===== config.mk =====
export PLATFORM = sky130hd
export DESIGN_NAME = fetch_prefetch_unit
export DESIGN_NICKNAME = d
export VERILOG_FILES = /design/src/rtl/fetch_pkg.sv /design/src/rtl/fetch_queue.sv /design/src/rtl/fetch_prefetch_unit.sv
export SDC_FILE = /design/constraint.sdc
export NUM_CORES = 1
export LEC_CHECK = 0
export CORE_UTILIZATION = 50
export CTS_CLUSTER_DIAMETER = 30
export DETAILED_ROUTE_END_ITERATION = 16
export PLACE_DENSITY = 0.78
export SLEW_MARGIN = 10
export SYNTH_ARGS = -nofsm -noshare
export SYNTH_HDL_FRONTEND = slang
export SYNTH_SLANG_ARGS = --single-unit

===== constraint.sdc =====
create_clock -name clk -period 3.3 [get_ports clk]
set_input_delay 0.66 -clock clk [delete_from_list [all_inputs] [get_ports clk]]
set_output_delay 0.66 -clock clk [all_outputs]
set_load 0.03 [all_outputs]

===== src/rtl/fetch_pkg.sv =====
// ============================================================================
// Module      : fetch_pkg
// Description : Shared widths, NOP encoding and queue-entry type for fetch.
// Revision    : 1.0 - initial release
// ============================================================================
`default_nettype none

package fetch_pkg;

  localparam int ADDR_W_DEF  = 8;
  localparam int INSTR_W_DEF = 16;

  localparam logic [INSTR_W_DEF-1:0] NOP_INSTR = '0;

  typedef struct packed {
    logic [ADDR_W_DEF-1:0]  pc;
    logic [INSTR_W_DEF-1:0] instr;
  } fetch_entry_t;

endpackage

`default_nettype wire


===== src/rtl/fetch_queue.sv =====
// ============================================================================
// Module      : fetch_queue
// Description : Synchronous FIFO with flush; head word is read combinationally.
// Revision    : 1.0 - initial release
// ============================================================================
`default_nettype none

module fetch_queue #(
  parameter int DEPTH = 4,
  parameter int WIDTH = 24,
  parameter int CNT_W = $clog2(DEPTH + 1)
) (
  input  logic             clk,
  input  logic             rst,
  input  logic             push_i,
  input  logic             pop_i,
  input  logic             flush_i,
  input  logic [WIDTH-1:0] wdata_i,
  output logic [WIDTH-1:0] rdata_o,
  output logic             full_o,
  output logic             empty_o,
  output logic [CNT_W-1:0] count_o
);

  localparam int PTR_W = $clog2(DEPTH);

  logic [WIDTH-1:0] mem_q [DEPTH];
  logic [PTR_W-1:0] wr_ptr_q, rd_ptr_q;
  logic [CNT_W-1:0] count_q, count_d;

  // DEPTH need not be a power of two, so pointers wrap explicitly.
  function automatic logic [PTR_W-1:0] ptr_inc(input logic [PTR_W-1:0] p);
    return (p == PTR_W'(DEPTH - 1)) ? '0 : p + 1'b1;
  endfunction

  always_comb begin
    count_d = count_q;
    case ({push_i, pop_i})
      2'b10:   count_d = count_q + 1'b1;
      2'b01:   count_d = count_q - 1'b1;
      default: count_d = count_q;
    endcase
  end

  always_ff @(posedge clk) begin
    if (rst || flush_i) begin
      wr_ptr_q <= '0;
      rd_ptr_q <= '0;
      count_q  <= '0;
    end else begin
      if (push_i) wr_ptr_q <= ptr_inc(wr_ptr_q);
      if (pop_i)  rd_ptr_q <= ptr_inc(rd_ptr_q);
      count_q <= count_d;
    end
  end

  always_ff @(posedge clk) begin
    if (push_i && !flush_i && !rst) mem_q[wr_ptr_q] <= wdata_i;
  end

  always_ff @(posedge clk) begin
    if (!rst && !flush_i) begin
      assert (!(push_i && full_o && !pop_i));
      assert (!(pop_i && empty_o));
    end
  end

  assign rdata_o = mem_q[rd_ptr_q];
  assign full_o  = (count_q == CNT_W'(DEPTH));
  assign empty_o = (count_q == '0);
  assign count_o = count_q;

endmodule

`default_nettype wire


===== src/rtl/fetch_prefetch_unit.sv =====
// ============================================================================
// Module      : fetch_prefetch_unit
// Description : PC, imem request handshake and redirect control over a queue.
// Revision    : 1.0 - initial release
// ============================================================================
`default_nettype none

module fetch_prefetch_unit
  import fetch_pkg::*;
#(
  parameter int ADDR_W   = ADDR_W_DEF,
  parameter int INSTR_W  = INSTR_W_DEF,
  parameter int DEPTH    = 4,
  parameter int RESET_PC = 0
) (
  input  logic               clk,
  input  logic               rst,
  output logic               imem_req,
  output logic [ADDR_W-1:0]  imem_addr,
  input  logic               imem_ready,
  input  logic [INSTR_W-1:0] imem_data,
  input  logic               redirect,
  input  logic [ADDR_W-1:0]  redirect_pc,
  output logic               ir_valid,
  output logic [INSTR_W-1:0] ir_out,
  output logic [ADDR_W-1:0]  ir_pc,
  input  logic               decode_ready
);

  localparam int CNT_W   = $clog2(DEPTH + 1);
  localparam int ENTRY_W = ADDR_W + INSTR_W;

  logic [ADDR_W-1:0]  pc_q, pc_d;
  logic [ENTRY_W-1:0] head_w;
  logic [CNT_W-1:0]   q_count_w;
  logic               q_full_w, q_empty_w;
  logic               pop_w, fire_w;

  assign ir_valid = !q_empty_w;
  assign pop_w    = ir_valid && decode_ready && !redirect;
  // A same-cycle pop frees a slot, so decode_ready feeds imem_req directly.
  assign imem_req = !rst && !redirect && (!q_full_w || (ir_valid && decode_ready));
  assign fire_w   = imem_req && imem_ready;

  always_comb begin
    pc_d = pc_q;
    if (redirect)    pc_d = redirect_pc;
    else if (fire_w) pc_d = pc_q + 1'b1;
  end

  always_ff @(posedge clk) begin
    if (rst) pc_q <= ADDR_W'(RESET_PC);
    else     pc_q <= pc_d;
  end

  always_ff @(posedge clk) begin
    if (!rst) assert (q_count_w <= CNT_W'(DEPTH));
  end

  fetch_queue #(
    .DEPTH (DEPTH),
    .WIDTH (ENTRY_W),
    .CNT_W (CNT_W)
  ) u_queue (
    .clk     (clk),
    .rst     (rst),
    .push_i  (fire_w),
    .pop_i   (pop_w),
    .flush_i (redirect),
    .wdata_i ({pc_q, imem_data}),
    .rdata_o (head_w),
    .full_o  (q_full_w),
    .empty_o (q_empty_w),
    .count_o (q_count_w)
  );

  assign imem_addr = pc_q;
  assign ir_out    = ir_valid ? head_w[INSTR_W-1:0] : INSTR_W'(NOP_INSTR);
  assign ir_pc     = ir_valid ? head_w[ENTRY_W-1:INSTR_W] : '0;

endmodule

`default_nettype wire


==> reports/metrics.cfg <==
[finish]
num_antenna_cells = 0
nets = 375
final_cell_mix = edfxtp_1, clkdlybuf4s50_1, and2_1, mux4_2
fin_area_sq_um = 6021
area_growth_pct = 32.09
mostFrequentLayoutCell = edfxtp_1
drive_gt1_share_pct = 22.22

[timing]
finalHoldViolations = 0
max_slew_margin_pct = 74.80
maxSlewViolCount = 0
setup_tns_ns = 0
fin_skew_ns = 0.007127
tightestPinTransition_ns = 0.3781
fmax_mhz = 319.1
finalCritPeriodShare_pct = 94.97
period_minus_slack_ns = 3.134
setup_viol = 0
rsz0062_at_grt = no

[global_route]
grt_pass1_vias = 2822
grt_overflow = 0
track_usage_pct = 20.12
antenna_found_initial = 0
grt_max_degree = 26
grt_pass1_wl_um = 14170

[setup_path]
reg2reg_depth = 9
timing.rr.start = u_queue.count_o[0]$_SDFFE_PP0P_
end_kind = primary output
crit_end = ir_pc[1]
start_kind = flop
crit_path_max_fanout = 17
worst_r2r_endpoint = u_queue.count_o[2]$_SDFFE_PP0P_
reg2reg_slack_ns = 0.75
worstPathRequired_ns = 2.64
crit_arrival_ns = 2.47
path_class = reg2out

[power]
vdd_drop_max_mv = 0.3646
power-per-cell-area_nw_per_um2 = 621.0
p_leak_nw = 2.037

[synthesis]
seq_area_frac_synth_pct = 70.71
yosys.cell_types.count = 41
synth_cells = 258
synth_fp_nets = 295
syn_avg_cell_area_sq_um = 17.67
netlist_area_sq_um = 4558
synth-seq-cells = 113
yosys_warnings = 0

[place]
place_area_sq_um = 5364
io_buffers = 62
dp_hpwl_um = 5216
gp_congestion = 0.7889

[run]
cap_violations = 0

[clock_tree]
clkSinkCount = 113
ctsResizeCount = 1
clk_latency_ns = 0.50
cts_buffer_depth = 2
htree_levels = 4
clk_pin_slew_ns = 0.06
root_buffer = clkbuf_8
post_cts_buffers = 0
numCtsBuffers = 17
ctsHoldBuffers = 0
cts_tree = done

[die]
rows = 34
die_y_um = 97.48
start_util_pct = 52.01
boundaryPins = 63
die_area_sq_um = 9502
coreArea_sq_um = 8763
die_x_um = 97.48

[run_status]
status = completed

[routing]
drc = 0
wl_per_cell_um = 18.69
antenna_left = 0
first_iter_violations = 169
viasPerCell = 5.682
vias = 2608
dr.pass1.iters = 4
drt-total-wl_um = 8579

[worst_hold_path]
hold_path.class = reg2reg

## flip-flops by register name, indices dropped and copies added, names as in the netlist, named ones only
register and cells:
u_queue.rd_ptr_q 2, u_queue.wr_ptr_q 2, u_queue.count_o 3, imem_addr 8, u_queue.mem_q 96
## cell type report
| class | instances | area [sq um] |
|---|---|---|
| clock inverter | 15 | 240.2 |
| timing repair buffer | 74 | 735.7 |
| inverter | 8 | 32.53 |
| fill | 590 | 2743 |
| multi-input combinational | 124 | 1236 |
| tap | 108 | 135.1 |
| sequential | 113 | 3227 |
| clock buffer | 17 | 414.1 |
## per-layer routing
layer,share of wire (%),vias up,wire [um],track usage (%)
met5,0,-,0,0
met4,1.2,0,106,8.371
met3,4.4,13,374,5.899
met2,51,80,4401,33.14
met1,43,1337,3696,24.93
li1,-,1178,-,-
## synthesized netlist by cell type, drive strengths merged
cell type  count  share of area, %
and3           7               1.1
mux2i          1              0.22
inv            7              0.63
clkbuf         8              0.66
o31a           1              0.22
nand2         13               1.1
ha             7               1.9
fa             1              0.44
a21boi         1              0.16
or4b           1              0.22
and2          26               3.6
xor2           3              0.58
nor3b          1              0.41
a311oi         1              0.19
nor2           6              0.49
mux2           1              0.25
clkinv         1             0.082
o21ai          1              0.11
nand4          2              0.27
a31oi          2              0.27
a211oi         2              0.33
o211a          1              0.22
o211ai         1              0.16
nand3          2              0.22
o31ai          1              0.16
or4            1              0.16
edfxtp        96                63
a41o           1              0.22
mux4          24                12
a21oi          7              0.77
buf            5              0.80
o221a          1              0.25
or3            5              0.71
o311ai         1              0.19
dfxtp         17               7.5
a221oi         2              0.38
## metrics by stage
step / setup WS [ns] / instances / total power (W) / util, % / hold WS [ns]
2_1_floorplan: 0.6117 / 258 / 0.001689 / - / 0.4618
3_3_place_gp: 0.1884 / 427 / 0.001774 / 61.21 / 0.4763
3_5_place_dp: 0.07952 / 427 / 0.001780 / 61.21 / 0.4881
4_1_cts: 0.09798 / 459 / 0.003771 / 68.70 / 0.4936
5_1_grt: 0.03767 / 459 / 0.003847 / 68.70 / 0.5312
6_report: 0.1661 / 459 / 0.003739 / 68.70 / 0.4898
## power by group
group / internal, W / switching (W) / total, W
Combinational: 0.0000822 / 0.0000790 / 0.000161
Sequential: 0.00157 / 0.0000194 / 0.00159
Clock: 0.00137 / 0.000617 / 0.00199
## kinds of logic after synthesis
family	synth area share [%]
DFF	70.71
and+or+nand+nor	8.208
muxes	12.33
AOI/OAI and AO/OA	3.651
buffers and inverters	2.168
adders and majority gates	2.361
xor gates and xnor gates	0.5766
## critical path, cell delays in order (launching register included)
cell             delay (ns)
dfxtp_4                0.45
buf_12                 0.22
mux4_2                 0.51
and2_1                 0.19
clkdlybuf4s50_1        0.59
## how the worst min path moves through the flow
stage                                     start                               to  slack, ns  cells past startpoint
6_report       u_queue.rd_ptr_q[0]$_SDFFE_PP0P_                             flop       0.49                      2
5_1_grt        u_queue.rd_ptr_q[0]$_SDFFE_PP0P_                             flop       0.53                      2
4_1_cts        u_queue.rd_ptr_q[0]$_SDFFE_PP0P_                             flop       0.49                      2
3_5_place_dp   u_queue.rd_ptr_q[0]$_SDFFE_PP0P_                             flop       0.49                      2
3_3_place_gp   u_queue.rd_ptr_q[0]$_SDFFE_PP0P_                             flop       0.48                      2
2_1_floorplan   u_queue.count_o[2]$_SDFFE_PP0P_  u_queue.count_o[2]$_SDFFE_PP0P_       0.46                      2
Note: power is estimated with default switching activity, not from simulation.
